`src/rtl/trap_ctrl_pkg.sv`:
```
// Shared definitions for the trap controller: FSM state encoding,
// exception-vector bit positions and the architectural cause codes.
package trap_ctrl_pkg;

  typedef enum logic [2:0] {
    ST_IDLE    = 3'd0,
    ST_ENTER   = 3'd1,
    ST_HANDLER = 3'd2,
    ST_RETURN  = 3'd3,
    ST_HALT    = 3'd4
  } trap_state_t;

  localparam int EXC_W = 7;

  // Bit positions inside exceptSignal
  localparam int EXC_RD_MIS = 0;
  localparam int EXC_RD_AF  = 1;
  localparam int EXC_WR_MIS = 2;
  localparam int EXC_WR_AF  = 3;
  localparam int EXC_RD_PF  = 4;
  localparam int EXC_WR_PF  = 5;
  localparam int EXC_BRK    = 6;

  // Cause codes reported in the cause register
  localparam logic [4:0] CAUSE_BRK    = 5'd3;
  localparam logic [4:0] CAUSE_RD_MIS = 5'd4;
  localparam logic [4:0] CAUSE_RD_AF  = 5'd5;
  localparam logic [4:0] CAUSE_WR_MIS = 5'd6;
  localparam logic [4:0] CAUSE_WR_AF  = 5'd7;
  localparam logic [4:0] CAUSE_RD_PF  = 5'd13;
  localparam logic [4:0] CAUSE_WR_PF  = 5'd15;

endpackage

```
`src/rtl/trap_ctrl_if.sv`:
```
// Pipeline <-> trap controller interface.
//   master : pipeline side, drives E-stage exception info and eret,
//            consumes flush / redirect / trap CSR values.
//   slave  : trap controller side.
interface trap_ctrl_if #(
  parameter int N = 64
) ();

  logic [6:0]   exceptSignal;
  logic         valid_E;
  logic [N-1:0] PC_E;
  logic [N-1:0] DM_addr;
  logic         eret;

  logic         flush;
  logic         redirect_en;
  logic [N-1:0] redirect_pc;
  logic [N-1:0] epc;
  logic [N-1:0] tval;
  logic [4:0]   cause;
  logic         in_handler;
  logic         halted;

  modport master (
    output exceptSignal, valid_E, PC_E, DM_addr, eret,
    input  flush, redirect_en, redirect_pc, epc, tval, cause, in_handler, halted
  );

  modport slave (
    input  exceptSignal, valid_E, PC_E, DM_addr, eret,
    output flush, redirect_en, redirect_pc, epc, tval, cause, in_handler, halted
  );

endinterface

```
`src/rtl/trap_ctrl_prio_enc.sv`:
```
// Exception priority encoder (purely combinational).
//   exc         : E-stage exception vector
//   cause       : cause code of the highest-priority set bit (0 if none)
//   tval_sel_pc : 1 when tval must come from PC_E (breakpoint) rather than DM_addr
module trap_prio_enc
  import trap_ctrl_pkg::*;
(
  input  logic [EXC_W-1:0] exc,
  output logic [4:0]       cause,
  output logic             tval_sel_pc
);

  // Breakpoint first, then misaligns, then page faults, then access faults.
  always_comb begin
    cause       = 5'd0;
    tval_sel_pc = 1'b0;
    if (exc[EXC_BRK]) begin
      cause       = CAUSE_BRK;
      tval_sel_pc = 1'b1;
    end else if (exc[EXC_WR_MIS]) begin
      cause = CAUSE_WR_MIS;
    end else if (exc[EXC_RD_MIS]) begin
      cause = CAUSE_RD_MIS;
    end else if (exc[EXC_WR_PF]) begin
      cause = CAUSE_WR_PF;
    end else if (exc[EXC_RD_PF]) begin
      cause = CAUSE_RD_PF;
    end else if (exc[EXC_WR_AF]) begin
      cause = CAUSE_WR_AF;
    end else if (exc[EXC_RD_AF]) begin
      cause = CAUSE_RD_AF;
    end
  end

endmodule

```
`src/rtl/trap_ctrl.sv`:
```
// Trap controller: takes E-stage exceptions, squashes the pipeline,
// redirects fetch to the handler, returns on eret and halts on a
// fault taken while already in the handler.
//   clk   : clock, rising edge
//   reset : synchronous, active-high
//   tif   : slave side of trap_ctrl_if (exception inputs, flush/redirect/CSR outputs)
module trap_ctrl
  import trap_ctrl_pkg::*;
#(
  parameter int           N           = 64,
  parameter logic [N-1:0] TRAP_VECTOR = N'(64'h0000_0000_0000_0100)
) (
  input  logic        clk,
  input  logic        reset,
  trap_ctrl_if.slave  tif
);

  trap_state_t  state_q, state_d;
  logic [N-1:0] epc_q, epc_d;
  logic [N-1:0] tval_q, tval_d;
  logic [4:0]   cause_q, cause_d;
  logic         redirect_en_q, redirect_en_d;
  logic [N-1:0] redirect_pc_q, redirect_pc_d;
  logic         in_handler_q, in_handler_d;
  logic         halted_q, halted_d;
  logic         flush;

  logic         req;
  logic [4:0]   enc_cause;
  logic         enc_sel_pc;

  assign req = tif.valid_E && (|tif.exceptSignal);

  trap_prio_enc u_prio_enc (
    .exc         (tif.exceptSignal),
    .cause       (enc_cause),
    .tval_sel_pc (enc_sel_pc)
  );

  always_ff @(posedge clk) begin
    if (reset) begin
      state_q       <= ST_IDLE;
      epc_q         <= '0;
      tval_q        <= '0;
      cause_q       <= '0;
      redirect_en_q <= 1'b0;
      redirect_pc_q <= '0;
      in_handler_q  <= 1'b0;
      halted_q      <= 1'b0;
    end else begin
      state_q       <= state_d;
      epc_q         <= epc_d;
      tval_q        <= tval_d;
      cause_q       <= cause_d;
      redirect_en_q <= redirect_en_d;
      redirect_pc_q <= redirect_pc_d;
      in_handler_q  <= in_handler_d;
      halted_q      <= halted_d;
    end
  end

  // A request in HANDLER beats a simultaneous eret: it is a double fault.
  always_comb begin
    state_d = state_q;
    unique case (state_q)
      ST_IDLE:    if (req) state_d = ST_ENTER;
      ST_ENTER:   state_d = ST_HANDLER;
      ST_HANDLER: begin
        if (req)           state_d = ST_HALT;
        else if (tif.eret) state_d = ST_RETURN;
      end
      ST_RETURN:  state_d = ST_IDLE;
      ST_HALT:    state_d = ST_HALT;
      default:    state_d = ST_IDLE;
    endcase
  end

  // Registered outputs are decoded from the next state so they line up
  // with the state they describe; only flush reacts within the cycle.
  always_comb begin
    epc_d   = epc_q;
    tval_d  = tval_q;
    cause_d = cause_q;
    if (state_q == ST_IDLE && req) begin
      epc_d   = tif.PC_E;
      cause_d = enc_cause;
      tval_d  = enc_sel_pc ? tif.PC_E : tif.DM_addr;
    end

    redirect_en_d = (state_d == ST_ENTER) || (state_d == ST_RETURN);
    redirect_pc_d = '0;
    if (state_d == ST_ENTER) begin
      redirect_pc_d = TRAP_VECTOR;
    end else if (state_d == ST_RETURN) begin
      // Breakpoint resumes past the trapping instruction; wraps modulo 2^N.
      redirect_pc_d = (cause_q == CAUSE_BRK) ? (epc_q + N'(4)) : epc_q;
    end

    in_handler_d = (state_d == ST_HANDLER) || (state_d == ST_RETURN) ||
                   (state_d == ST_HALT);
    halted_d     = (state_d == ST_HALT);

    // Combinational so the faulting store is suppressed in its own cycle.
    flush = !reset &&
            ((state_q == ST_ENTER) || (state_q == ST_RETURN) || (state_q == ST_HALT) ||
             (((state_q == ST_IDLE) || (state_q == ST_HANDLER)) && req));
  end

  assign tif.flush       = flush;
  assign tif.redirect_en = redirect_en_q;
  assign tif.redirect_pc = redirect_pc_q;
  assign tif.epc         = epc_q;
  assign tif.tval        = tval_q;
  assign tif.cause       = cause_q;
  assign tif.in_handler  = in_handler_q;
  assign tif.halted      = halted_q;

endmodule

```
`src/flat_wrapper.sv`:
```
// flat-port wrapper written by rule: the top's interface ports become plain ports
module trap_ctrl_flat import trap_ctrl_pkg::*;
#(
  parameter int           N           = 64,
  parameter logic [N-1:0] TRAP_VECTOR = N'(64'h0000_0000_0000_0100)
)
  (clk, reset, tif_exceptSignal, tif_valid_E, tif_PC_E, tif_DM_addr, tif_eret, tif_flush, tif_redirect_en, tif_redirect_pc, tif_epc, tif_tval, tif_cause, tif_in_handler, tif_halted);
  trap_ctrl_if #(.N(N)) tif_i ();
  input  logic clk;
  input  logic reset;
  input wire logic [$bits(tif_i.exceptSignal)-1:0] tif_exceptSignal;
  input wire logic [$bits(tif_i.valid_E)-1:0] tif_valid_E;
  input wire logic [$bits(tif_i.PC_E)-1:0] tif_PC_E;
  input wire logic [$bits(tif_i.DM_addr)-1:0] tif_DM_addr;
  input wire logic [$bits(tif_i.eret)-1:0] tif_eret;
  output wire logic [$bits(tif_i.flush)-1:0] tif_flush;
  output wire logic [$bits(tif_i.redirect_en)-1:0] tif_redirect_en;
  output wire logic [$bits(tif_i.redirect_pc)-1:0] tif_redirect_pc;
  output wire logic [$bits(tif_i.epc)-1:0] tif_epc;
  output wire logic [$bits(tif_i.tval)-1:0] tif_tval;
  output wire logic [$bits(tif_i.cause)-1:0] tif_cause;
  output wire logic [$bits(tif_i.in_handler)-1:0] tif_in_handler;
  output wire logic [$bits(tif_i.halted)-1:0] tif_halted;
  assign tif_i.exceptSignal = tif_exceptSignal;
  assign tif_i.valid_E = tif_valid_E;
  assign tif_i.PC_E = tif_PC_E;
  assign tif_i.DM_addr = tif_DM_addr;
  assign tif_i.eret = tif_eret;
  assign tif_flush = tif_i.flush;
  assign tif_redirect_en = tif_i.redirect_en;
  assign tif_redirect_pc = tif_i.redirect_pc;
  assign tif_epc = tif_i.epc;
  assign tif_tval = tif_i.tval;
  assign tif_cause = tif_i.cause;
  assign tif_in_handler = tif_i.in_handler;
  assign tif_halted = tif_i.halted;
  trap_ctrl #(.N(N), .TRAP_VECTOR(TRAP_VECTOR)) u_core (.clk(clk), .reset(reset), .tif(tif_i));
endmodule
```
`config.mk`:
```
export PLATFORM = sky130hd
export DESIGN_NAME = trap_ctrl_flat
export DESIGN_NICKNAME = d
export VERILOG_FILES = /design/src/rtl/trap_ctrl_pkg.sv /design/src/rtl/trap_ctrl_if.sv /design/src/rtl/trap_ctrl_prio_enc.sv /design/src/rtl/trap_ctrl.sv /design/src/flat_wrapper.sv
export SDC_FILE = /design/constraint.sdc
export NUM_CORES = 1
export LEC_CHECK = 0
export ABC_AREA = 1
export CAP_MARGIN = 20
export CORE_MARGIN = 1.5
export CORE_UTILIZATION = 46
export DETAILED_ROUTE_END_ITERATION = 7
export HOLD_SLACK_MARGIN = 0.1
export PLACE_DENSITY = 0.84
export SYNTH_ARGS = -nofsm -noshare
export SYNTH_HDL_FRONTEND = slang
export SYNTH_SLANG_ARGS = --single-unit
```
`constraint.sdc`:
```
create_clock -name clk -period 2.64 [get_ports clk]
set_input_delay 0.792 -clock clk [delete_from_list [all_inputs] [get_ports clk]]
set_output_delay 0.792 -clock clk [all_outputs]
set_load 0.03 [all_outputs]
```
==> results list <==
- Wire length of the first global-routing pass: 56700 µm
* Initial antenna violation count: 1
- The number of endpoints with negative hold slack in the final report came to 0.
- In the final routed layout, each cell accounts on average for 18.0 µm.
* Skew-Pair Late Insertion Delay: 0.53 ns
- IR analysis of the VDD net gives a maximum drop of 0.000499 V.
* Quantity of I/O buffers inserted on ports: 338
- Share of flip-flops with an asynchronous set or reset after synthesis: 0
* Flip-flop and latch count after synthesis: 202
- The largest single stage delay on the critical path is 0.17 ns.
- Part of the Yosys area used for sequential elements: 0.413
- Final Cycle Share: 1.00
* GR Util All Layers: 0.327
* Power density over the cells: 602 mW/mm²
- Run status: complete, but fails checks
- Max capacitance violation total: 0
* Switching portion of total power: 0.302
* Count of final setup violators: 1
* CTS buffer count: 23
- Leakage: 0.00600 µW
- The worst setup path is of the input pin to flip-flop kind.
- Worst Tran Pin Value: 0.783 ns
* Die span in x: 149 µm
- Worst Hold Path Cells: 2
- During I/O placement, the number of pins put on the boundary was 340.
- For the worst setup path, the data required time is 3.05 ns.
- Row generation in the floorplan step produced 53 rows.
- The checks that failed: negative setup slack.
* R2r endpoint: u_core.tif.redirect_pc[39]$_SDFF_PP0_
* Clock network power share: 0.388
- Setup repair after global routing could not meet its margin everywhere.
- Signed area change from the synthesized netlist to the final layout: 48.3%
- Number of distinct standard cells referenced by the synthesized netlist: 36
- The top cell types in the final layout, fill and taps aside, are nand2_1 (500), clkdlybuf4s50_1 (328), nor2_1 (206).
* Max frequency: 0.379 GHz
* Number of standard cells in the layout, taps in and fillers out: 2112
- STA classifies the critical path startpoint as an input pin.
* Data arrival, critical path: 3.05 ns
* Post-detailed-routing wire length: 38000 µm
* Maximum number of pins on one net before global-route repair: 92
* Top cell type's share of synthesized area: 0.413
- Measured against its own limit, the worst slew margin works out to 0.478.
- Library cell used as clock root buffer: clkbuf_16
- Combinational share of power: 0.219
- The biggest area contributor in the post-synthesis netlist is dfxtp_1.
- Starting utilization of the core area: 0.468
- Vert. Die Dim: 149 µm
* CTS Sinks: 202
- The worst hold path terminates at u_core.tif.redirect_pc[1]$_SDFF_PP0_.
- The routed layout has 11400 vias.
- Final Power: 8750 µW
- The via count of the first global-routing pass came to 10400.
- Cell area after synthesis: 0.00980 mm²
- The slowest stage of the critical path is the clkdlybuf4s15_1 cell.
- Hold is met by 0.460 ns.
* Die area: 0.0222 mm²
- Total number of yosys warnings: 0
- Sequential power share: 0.393
- Type of the most critical hold path: flip-flop to flip-flop
- The startpoint identified for the worst hold timing path is u_core.tif.epc[1]$_SDFFE_PP0P_.
- The floorplan step defined a core boundary enclosing 0.0210 mm².
- Count of placed standard cells including taps: 2034
- Net switching power figure: 2640 µW
- The clock passes through at most 3 buffers.
- Across all register-to-register paths, the minimum setup slack is 0.56 ns.
* Routed Antenna Nets: 0
* Worst path most repeated cell: buf_4
* Post-Syn Nets: 1604
* Reg2Reg Launch Point: u_core.tif.epc[17]$_SDFFE_PP0P_
* Total gr overflow: 0
- Clock-pin slew was measured on the worst setup and hold paths at 0.06 ns.
- Broken down by cell family, the worst path's largest delay share belongs to buffers and inverters.
- Together, buffers and inverters on the worst path number 16.
* Avg Synthesized Cell Area: 6.70 µm²
- Hold buffer count at cts: 0
- CTS H-tree lvls: 1
- Final Worst Setup Slack: -0.000641 ns
- Primary FF master, synth: dfxtp_1
* Share of cells above drive strength 1: 0.0953
* DR DRC count: 0
* Gp weighted congestion: 0.960
- The max-slew violation count came to 0.
- The library cell used most frequently in the layout, excluding fill and tap cells, is nand2_1.
- Number of nets at the end of the flow: 1960
- TritonCTS built the clock tree.
- Worst path cell trace: clkdlybuf4s15_1, inv_2, nand2_2, buf_4, buf_4, buf_4, buf_4, buf_4, buf_4, buf_4, buf_4, buf_4, buf_4, buf_4, buf_4, buf_4, o21ai_2, inv_1, o21ai_1, nor2_1
- Synthesis handed over a netlist of 1464 instances.
- Worst Reg-to-Reg Cells: 8
- Internal power component: 6110 µW
- Maximum fanout count along the critical path: 2
- In this run, the number of DRC markers left after iteration 0 of detailed routing was 1190.
* Top area cells in the synthesized netlist: dfxtp_1 (41%), nand2_1 (19%), nor2_1 (8.0%)
- Before antenna repair, the detailed router went through 5 iterations.
- For the finished layout, the period the worst path requires is 2.64 ns.
* Detailed-placement wirelength estimate: 27800 µm
* Nature of the critical path endpoint: flip-flop
- Dividing the detail-routed via count by the number of cells gives 5.41.
* Count of flip-flops with a built-in enable after synthesis: 0
- Final setup skew: 0.0332 ns
[flip-flops by register name (all words and copies together), names as in the netlist]
register and flops:
u_core.tif.tval 64, u_core.tif.redirect_pc 64, u_core.tif.in_handler 1, u_core.tif.epc 64, u_core.tif.redirect_en 1, u_core.tif.cause 4
u_core.state_q 3, u_core.tif.halted 1
[metrics by stage]
step                instance area [µm²]  setup TNS [ns]  setup WS [ns]   util
CTS                               14500               0        0.00649  0.693
finish                            14500       -0.000641      -0.000641  0.694
floorplan                          9800               0        0.00632      -
global route                      14500          -0.120        -0.0774  0.694
detailed placement                13400           -6.40         -0.244  0.642
global placement                  13400           -3.42         -0.263  0.642
[cell type report]
| type | instances | area, µm² |
|---|---|---|
| diodes | 1 | 2.50 |
| multi-input cells | 1077 | 4960 |
| flip-flops and latches | 202 | 4040 |
| repair buffers | 417 | 4010 |
| clock buffers | 30 | 642 |
| well taps | 275 | 344 |
| inverters | 99 | 372 |
| clock inverters | 11 | 164 |
| fillers | 1792 | 6410 |
[worst max-delay path by stage]
stage,startpoint,endpoint,slack [ns],cells after the start
after floorplan,tif_exceptSignal[0],tif_flush,0.006,9
after global placement,tif_exceptSignal[0],tif_flush,-0.26,10
after detailed placement,tif_exceptSignal[0],tif_flush,-0.24,10
after CTS,u_core.tif.epc[17]$_SDFFE_PP0P_,tif_epc[17],0.006,1
after global routing,tif_exceptSignal[2],u_core.tif.cause[2]$_SDFFE_PP0P_,-0.08,20
final,tif_exceptSignal[2],u_core.tif.cause[2]$_SDFFE_PP0P_,-0.0006,20
[repair_timing]
| action | CTS | global route |
|---|---|---|
| buffers inserted | 35 | 1 |
| resized for setup | 11 | 11 |
| endpoints found under the setup margin | 1 | 3 |
| pin swaps | 7 | 7 |
[routing by layer]
metal  vias up  wire, µm  track usage
li1       5410         -            -
met1      5183     15800        0.450
met2       689     16500        0.494
met3       135      3750       0.0581
met4         0      2060        0.162
met5         -         0            0
[kinds of logic (layout without fill, tap and decap cells)]
| family | Yosys count | in the layout | synth area share |
|---|---|---|---|
| simple gates | 923 | 923 | 0.413 |
| fa+ha+maj | 1 | 1 | 0.00128 |
| xor+xnor | 24 | 24 | 0.0214 |
| other cells | 1 | 2 | 0.000383 |
| buf+inv | 185 | 557 | 0.0849 |
| compound gates | 128 | 128 | 0.0662 |
| flops | 202 | 202 | 0.413 |
[synthesized netlist by cell type (7+ instances only)]
cell type and n:
nor2_1 210, a21oi_1 107, inv_2 8, nand3_2 7, xor2_1 24, buf_4 7, clkbuf_1 31, nand2_1 502
buf_1 14, nor3_1 13, inv_1 90, buf_2 23, nand3_1 36, dfxtp_1 202, o21ai_0 12, buf_6 11
nor2_2 8, nand4_1 120
[power by group through the flow]
stage                     logic [µW]  clock network [µW]  registers, µW
after global placement          1820                   0           3490
after global routing            2040                3570           3450
after floorplan                  686                   0           3780
final                           1910                3400           3440
after detailed placement        1840                   0           3490
after CTS                       1880                3430           3420
[tightest hold or removal path, stage by stage, from the launching register on]
cell and delay [ns]:
dfxtp_1 0.31, inv_1 0.06, nor2_1 0.04
No activity file was read; power rests on OpenSTA's default activity.
